`src/rtl/fetch_if.sv`:
```
// Fetch-unit bus bundle: redirect request, instruction-memory port and
// the decoupled instruction stream toward decode.
// Optional feature macro: FETCH_MISALIGN_CHECK_EN adds misalign_err.
interface fetch_if;
  logic        redirect_valid;
  logic [31:0] redirect_pc;
  logic [31:0] imem_addr;
  logic [31:0] imem_inst;
  logic        out_valid;
  logic        out_ready;
  logic [31:0] out_inst;
  logic [31:0] out_pc;
`ifdef FETCH_MISALIGN_CHECK_EN
  logic        misalign_err;
`endif

  // Fetch unit side
  modport master (
    input  redirect_valid,
    input  redirect_pc,
    input  imem_inst,
    input  out_ready,
    output imem_addr,
    output out_valid,
    output out_inst,
`ifdef FETCH_MISALIGN_CHECK_EN
    output misalign_err,
`endif
    output out_pc
  );

  // Environment side (memory, decode, branch unit)
  modport slave (
    output redirect_valid,
    output redirect_pc,
    output imem_inst,
    output out_ready,
    input  imem_addr,
    input  out_valid,
    input  out_inst,
`ifdef FETCH_MISALIGN_CHECK_EN
    input  misalign_err,
`endif
    input  out_pc
  );
endinterface

```
`src/rtl/fetch_unit.sv`:
```
// Instruction fetch unit: PC register, combinational instruction-memory
// lookup and a 2-entry {pc, inst} queue toward decode. Redirects flush the
// queue and reload the PC (word-aligned).
// Optional feature macro: FETCH_MISALIGN_CHECK_EN -- flags a redirect whose
// target has nonzero low bits with a one-cycle misalign_err pulse.
module fetch_unit #(
  parameter logic [31:0] RESET_PC = 32'h0000_0000,
  parameter logic [31:0] NOP_INST = 32'h0000_0013
) (
  input  logic clk,
  input  logic rst_n,
  fetch_if.master bus
);

  logic [31:0] pc_r;
  logic [1:0]  count_r;
  logic        rd_ptr_r;
  logic        wr_ptr_r;
  logic [31:0] mem_pc_r   [2];
  logic [31:0] mem_inst_r [2];

  logic        deq_s;
  logic        enq_s;
  logic        out_valid_s;
  logic [1:0]  count_nxt_s;
  logic [31:0] out_inst_s;
  logic [31:0] out_pc_s;
  logic [31:0] redirect_tgt_s;

  assign out_valid_s    = (count_r != 2'd0);
  assign deq_s          = out_valid_s && bus.out_ready;
  // Redirect wins over any push; a full queue only pushes when it also pops.
  assign enq_s          = !bus.redirect_valid && ((count_r < 2'd2) || deq_s);
  assign redirect_tgt_s = {bus.redirect_pc[31:2], 2'b00};

  assign bus.imem_addr  = {pc_r[31:2], 2'b00};
  assign bus.out_valid  = out_valid_s;
  assign bus.out_inst   = out_inst_s;
  assign bus.out_pc     = out_pc_s;

  // Occupancy after this cycle's push/pop (redirect handled in the register)
  always_comb begin
    count_nxt_s = count_r;
    case ({enq_s, deq_s})
      2'b10:   count_nxt_s = count_r + 2'd1;
      2'b01:   count_nxt_s = count_r - 2'd1;
      default: count_nxt_s = count_r;
    endcase
  end

  // Queue head presented to decode; empty queue shows a NOP at address 0
  always_comb begin
    out_inst_s = NOP_INST;
    out_pc_s   = 32'h0000_0000;
    if (out_valid_s) begin
      out_inst_s = mem_inst_r[rd_ptr_r];
      out_pc_s   = mem_pc_r[rd_ptr_r];
    end else begin
      out_inst_s = NOP_INST;
      out_pc_s   = 32'h0000_0000;
    end
  end

  // PC, queue pointers/occupancy and queue storage
  always_ff @(posedge clk or negedge rst_n) begin
    if (!rst_n) begin
      pc_r          <= RESET_PC;
      count_r       <= 2'd0;
      rd_ptr_r      <= 1'b0;
      wr_ptr_r      <= 1'b0;
      mem_pc_r[0]   <= 32'h0000_0000;
      mem_pc_r[1]   <= 32'h0000_0000;
      mem_inst_r[0] <= 32'h0000_0000;
      mem_inst_r[1] <= 32'h0000_0000;
    end else if (bus.redirect_valid) begin
      // Flush: any coincident dequeue is consumed along with everything else
      pc_r     <= redirect_tgt_s;
      count_r  <= 2'd0;
      rd_ptr_r <= 1'b0;
      wr_ptr_r <= 1'b0;
    end else begin
      if (enq_s) begin
        mem_pc_r[wr_ptr_r]   <= {pc_r[31:2], 2'b00};
        mem_inst_r[wr_ptr_r] <= bus.imem_inst;
        wr_ptr_r             <= ~wr_ptr_r;
        pc_r                 <= pc_r + 32'd4;  // wraps modulo 2^32
      end
      if (deq_s) begin
        rd_ptr_r <= ~rd_ptr_r;
      end
      count_r <= count_nxt_s;
    end
  end

`ifdef FETCH_MISALIGN_CHECK_EN
  logic misalign_err_r;
  assign bus.misalign_err = misalign_err_r;

  // One-cycle flag following a redirect to a non-word-aligned target
  always_ff @(posedge clk or negedge rst_n) begin
    if (!rst_n) begin
      misalign_err_r <= 1'b0;
    end else begin
      misalign_err_r <= bus.redirect_valid && (bus.redirect_pc[1:0] != 2'b00);
    end
  end
`else
  // Low target bits are deliberately dropped when the check is disabled
  logic unused_s;
  assign unused_s = ^bus.redirect_pc[1:0];
`endif

endmodule

```
`src/flat_wrapper.sv`:
```
// flat-port wrapper written by rule: the top's interface ports become plain ports
module fetch_unit_flat 
#(
  parameter logic [31:0] RESET_PC = 32'h0000_0000,
  parameter logic [31:0] NOP_INST = 32'h0000_0013
)
  (clk, rst_n, bus_redirect_valid, bus_redirect_pc, bus_imem_inst, bus_out_ready, bus_imem_addr, bus_out_valid, bus_out_inst, bus_out_pc);
  fetch_if bus_i ();
  input  logic clk;
  input  logic rst_n;
  input wire logic [$bits(bus_i.redirect_valid)-1:0] bus_redirect_valid;
  input wire logic [$bits(bus_i.redirect_pc)-1:0] bus_redirect_pc;
  input wire logic [$bits(bus_i.imem_inst)-1:0] bus_imem_inst;
  input wire logic [$bits(bus_i.out_ready)-1:0] bus_out_ready;
  output wire logic [$bits(bus_i.imem_addr)-1:0] bus_imem_addr;
  output wire logic [$bits(bus_i.out_valid)-1:0] bus_out_valid;
  output wire logic [$bits(bus_i.out_inst)-1:0] bus_out_inst;
  output wire logic [$bits(bus_i.out_pc)-1:0] bus_out_pc;
  assign bus_i.redirect_valid = bus_redirect_valid;
  assign bus_i.redirect_pc = bus_redirect_pc;
  assign bus_i.imem_inst = bus_imem_inst;
  assign bus_i.out_ready = bus_out_ready;
  assign bus_imem_addr = bus_i.imem_addr;
  assign bus_out_valid = bus_i.out_valid;
  assign bus_out_inst = bus_i.out_inst;
  assign bus_out_pc = bus_i.out_pc;
  fetch_unit #(.RESET_PC(RESET_PC), .NOP_INST(NOP_INST)) u_core (.clk(clk), .rst_n(rst_n), .bus(bus_i));
endmodule
```
`config.mk`:
```
export PLATFORM = sky130hd
export DESIGN_NAME = fetch_unit_flat
export DESIGN_NICKNAME = d
export VERILOG_FILES = /design/src/rtl/fetch_if.sv /design/src/rtl/fetch_unit.sv /design/src/flat_wrapper.sv
export SDC_FILE = /design/constraint.sdc
export NUM_CORES = 1
export LEC_CHECK = 0
export CELL_PAD_IN_SITES_DETAIL_PLACEMENT = 1
export CELL_PAD_IN_SITES_GLOBAL_PLACEMENT = 2
export CORE_MARGIN = 2
export CORE_UTILIZATION = 33
export DETAILED_ROUTE_END_ITERATION = 16
export GPL_TIMING_DRIVEN = 0
export PLACE_DENSITY_LB_ADDON = 0.12
export SLEW_MARGIN = 0
export SYNTH_ARGS = -nofsm -noshare
export SYNTH_HDL_FRONTEND = slang
export SYNTH_SLANG_ARGS = --single-unit
```
`constraint.sdc`:
```
create_clock -name clk -period 2.65 [get_ports clk]
set_input_delay 0.795 -clock clk [delete_from_list [all_inputs] [get_ports clk]]
set_output_delay 0.795 -clock clk [all_outputs]
set_load 0.01 [all_outputs]
```
# Word level (Yosys, flattened, before mapping)
# Cells that the tools add are included.
[totals] ff_bits=164 inputBits=68 output_inout_bits=97 elab_cells=52
[classes] addsub=3 n_lt_le_gt_ge=4 eq_ne=2 muxes=20 bitwise_logic=5 n_reduce_logical=10
[ops] cell="two-way mux 32 bit" count=11
[ops] cell="bitwise mux 64 bit" count=2
[ops] cell="adder 32 x 3 -> 32 bit, second input constant" count=1
[ops] cell="demux 32 bit (select 1 bit)" count=1
[ops] cell="nonzero test 2 bit" count=3
[ops] cell=">= comparator 2 bit, second input constant" count=2
[ops] cell="two-way mux 1 bit" count=4
[ops] cell="inverter 1 -> 2 bit" count=2
[ops] cell="case mux 2 bit (2 select lines)" count=1
[ops] cell="logical AND 1 bit" count=3
[ops] cell="inverter 1 bit" count=3
[ops] cell="nonzero test 3 bit" count=1
[ops] cell="adder 2 x 1 -> 2 bit, second input constant" count=1
[ops] cell="== test 2 x 1 -> 1 bit, second input constant" count=1
[ops] cell="== test 2 bit, second input constant" count=1
[ops] cell="less-than comparator 2 x 1 -> 1 bit, second input constant" count=1
[ops] cell="less-than comparator 2 bit, second input constant" count=1
[ops] cell="two-way mux 2 bit" count=1
[ops] cell="AND reduction 2 bit" count=1
[ops] cell="subtractor 2 x 1 -> 2 bit, second input constant" count=1
[ops] cell="logical NOT 1 bit" count=1
[ops] cell="logical OR 1 bit" count=1

# Logic depth before layout (Yosys ltp)
[depth] word_depth=7 ltp_mapped=7 mapped_depth_nobuf=5

# Worst setup path after synthesis
# OpenSTA, ideal clock, no wires.
[synth_timing] path_kind="register to output" startpoint="register u_core.rd_ptr_r" endpoint="output port bus_out_inst[0]" arrival_time_ps=1398 t_required_ps=1855 slack_ps=457 path_stages_with_launch=5 path_buffers=2 path_cell_list="dfrtp_1 > clkbuf_1 > buf_1 > mux2i_1 > nand2_1"
[synth_via] elab_chain_cells=5
[synth_rtl] item="start, declared" line="fetch_unit.sv:17" source="logic rd_ptr_r;"
[synth_rtl] item="start signal, assigned" line="fetch_unit.sv:89" source="rd_ptr_r <= ~rd_ptr_r;"
[synth_rtl] item="inverter 1 -> 2 bit (implied by the code)" line="fetch_unit.sv:56" source="out_inst_s = mem_inst_r[rd_ptr_r];"
[synth_rtl] item="two-way mux 32 bit (implied by the code) (3 in series)" line="fetch_unit.sv:56"
[synth_rtl] item="two-way mux 32 bit" line="fetch_unit.sv:55" source="if (out_valid_s) begin"
[synth_rtl] item="end, declared" line="flat_wrapper.sv:17" source="output wire logic [$bits(bus_i.out_inst)-1:0] bus_out_inst;"
# No other way between the ends. The select of a mux whose other input is x is not followed.

# Final worst setup path
[layout_timing] startpoint="register u_core.rd_ptr_r" endpoint="output port bus_out_pc[11]"
[layout_via] elab_chain_cells=5
[layout_rtl] item="inverter 1 -> 2 bit (implied by the code)" line="fetch_unit.sv:57" source="out_pc_s = mem_pc_r[rd_ptr_r];"
[layout_rtl] item="two-way mux 32 bit (implied by the code) (3 in series)" line="fetch_unit.sv:57"
[layout_rtl] item="two-way mux 32 bit" line="fetch_unit.sv:55"
[layout_rtl] item="end, declared" line="flat_wrapper.sv:18" source="output wire logic [$bits(bus_i.out_pc)-1:0] bus_out_pc;"
# No other way between the ends. The select of a mux whose other input is x is not followed.

==> metrics <==
status=finished with violations; failing checks=setup timing; fin area=0.0104 mm^2; worst-path fanout max=10; Yosys warnings=0; Max Freq=374 MHz; Setup crit start=u_core.rd_ptr_r; WL/cell=20.0 um; synthesized area per cell=11.4 um^2; clk slew on worst S/H paths=70 ps; CP Capture Type=output port; HPWL Detailed=16200 um; final hold violations=0; power per cell area=763 mW/mm^2; vias in the first global route=6522; HP Class=in2async; final period utilization=101%; Leak Pwr=4.58 nW; clk_skew=13.2 ps; RSZ-0062 raised after global routing=yes; register area share after synthesis=52.3%; first-pass GRT wire length=36500 um; predominant post-synthesis flop cell=dfrtp_1; Die Footprint=0.0242 mm^2; vias per inst=5.16; worst skew pair latency=440 ps; number of nets in the layout=922; VDD IR-drop max=0.404 mV; num ports=165; final setup margin=-23.9 ps; TritonCTS clock tree=yes; CP startpoint kind=flip-flop; slowest CP cell=clkdlybuf4s50_1; Critical Path RT=1860 ps; vias=5934; Worst slew margin=35.8%; Maximum Capacitance Violations=0; 1st-iter DRT viols=254; GP Congestion=0.775; antenna-violating nets left=0; Yosys reg bits=158; Worst-Margin Slew=955 ps; drt drc=0; Die Y=155 um; # hold bufs at CTS=0; total track usage=19.5%; area delta synth->final=37.9%; Final setup violation count=1; IO buf count=157; # rows=55; r2r startpoint=u_core.count_r[1]; Post-synth EDFFs=0; area of the core=0.0226 mm^2; library cells used by synthesis=40; initial antenna violation count=0; drt pass-1 iters=4; layout cells sized above 1=23.9%; H-tree depth=4; gr ovfl total=0; Initial Util=33.5%; maximum clock path buffer count=2; Post-synth ARST share=100%; Crit Path Class=reg2out; area post-placement=0.00954 mm^2; Root Driver=clkbuf_16; Die W=155 um; Cell Area, Synth=0.00756 mm^2; largest net degree at the start of global routing=89; CTS buffer count=17; Multi-input gate area=0.00341 mm^2; final worst path period need=2670 ps; Arr. time, crit path=1880 ps; Final Max Slew Viols=0; DRT Wirelength=23000 um; pre-CTS WS=-664 ps; diode count=0; crit path cell chain=buf_6 > mux2i_1 > nor2_1 > clkdlybuf4s50_1; Max stage delay on crit path=480 ps; Clock Sinks=158; Cells after Synth=661; Reg area=0.00396 mm^2; # fillers=2432
-- state kept, by name, summed over array words and instances (netlist names) --
signal,count
u_core.count_r,2
u_core.rd_ptr_r,1
u_core.pc_r,30
u_core.mem_pc_r,60
u_core.wr_ptr_r,1
u_core.mem_inst_r,64
-- timing repair --
action,CTS,global route
endpoints found under the setup margin,70,42
gates resized for setup,93,30
pin swaps,1,1
gates cloned,0,1
setup buffers,9,5
-- layer usage --
layer	up-vias	GRT usage, %	wire, um
li1	2739	-	-
met1	3040	26.0	10600
met2	138	32.8	11300
met3	17	3.51	820
met4	0	5.11	243
met5	-	0	0
-- through the flow --
| stage | utilization (%) | power (mW) | std cells | TNS, ps | hold WS [ps] |
|---|---|---|---|---|---|
| 2_1_floorplan | - | 4.39 | 664 | 0 | 450 |
| 3_3_place_gp | 42.1 | 5.29 | 1106 | -977650 | 463 |
| 3_5_place_dp | 42.3 | 5.40 | 1107 | -69910 | 474 |
| 4_1_cts | 45.6 | 8.03 | 1146 | -2510 | 340 |
| 5_1_grt | 46.2 | 8.41 | 1151 | -195 | 336 |
| 6_report | 46.2 | 7.96 | 1151 | -23.9 | 302 |
-- power by group --
| part | total (mW) | internal (mW) | switching [mW] |
|---|---|---|---|
| logic | 2.01 | 1.12 | 0.888 |
| registers | 3.32 | 2.95 | 0.366 |
| clock network | 2.63 | 1.58 | 1.05 |
| total | 7.96 | 5.66 | 2.30 |
-- final timing paths --
path,slack [ps],cells past startpoint,end
max in group asynchronous,1480,2,u_core.mem_pc_r[52]
max reg2reg,380,6,u_core.pc_r[29]
min,300,1,u_core.mem_inst_r[51]
min reg2reg,480,2,u_core.mem_pc_r[20]
min in group clk,480,2,u_core.mem_pc_r[20]
max,-20,4,bus_out_pc[11]
-- cells in the mapped netlist (all sizes together), types with 2 or more instances --
| cell type | count | area (um^2) |
|---|---|---|
| inv | 9 | 33.8 |
| a21oi | 6 | 30.0 |
| nand3 | 19 | 108 |
| clkbuf | 16 | 60.1 |
| dfrtp | 158 | 3950 |
| o21ai | 20 | 100 |
| xnor2 | 7 | 61.3 |
| nand4 | 18 | 113 |
| xor2 | 5 | 43.8 |
| or4 | 11 | 82.6 |
| a311o | 3 | 30.0 |
| nor2b | 4 | 25.0 |
| nand2 | 37 | 139 |
| nor3 | 5 | 30.0 |
| mux2 | 117 | 1320 |
| and3 | 3 | 18.8 |
| or3 | 4 | 25.0 |
| o31ai | 12 | 90.1 |
| o21a | 2 | 15.0 |
| a31oi | 10 | 62.6 |
| buf | 28 | 140 |
| mux2i | 63 | 631 |
| nor2 | 85 | 319 |
| nor4 | 8 | 56.3 |
-- final cells by class --
cell class,count,share of cell area [%]
Sequential cell,158,37.9
Multi-Input combinational cell,452,32.7
Timing Repair Buffer,172,16.6
Clock buffer,19,4.15
Tap cell,285,3.42
Buffer,42,3.06
Clock inverter,13,1.80
Inverter,10,0.396
-- logic make-up (layout without fill, tap and decap cells) --
group,count (synthesis),in the layout,share of synthesized area [%]
DFF,158,158,52.3
other,1,4,0.0496
xor gates and xnor gates,12,12,1.39
AOI/OAI and AO/OA,56,56,4.65
adders and majority gates,1,1,0.165
buffers and inverters,54,256,3.14
muxes,180,180,25.8
and+or+nand+nor,199,199,12.6
-- worst max-delay path: cells and delay by family (launching register included) --
kind	cells	cell delay, ps
buffers and inverters	2	700
flip-flops	1	440
multiplexers	1	240
AND/OR/NAND/NOR	1	60
-- cells in the final DEF (no fill, tap or decap), types with 5 or more instances in the layout --
master and count:
dfrtp_1 156, inv_1 8, a31oi_1 10, buf_4 15, or4_1 11, clkbuf_1 11
xor2_1 5, nand2_1 37, dlymetal6s2s_1 17, buf_2 15, mux2i_1 59, xnor2_1 7
dlygate4sd2_1 44, nand3_1 18, mux2_2 117, nor2_1 84, buf_6 5, o21ai_0 20
clkbuf_8 5, nor4_1 7, o31ai_1 12, a21oi_1 6, nand4_1 18, clkdlybuf4s50_1 94
clkbuf_16 18
Power figures use the tool's default switching activity.
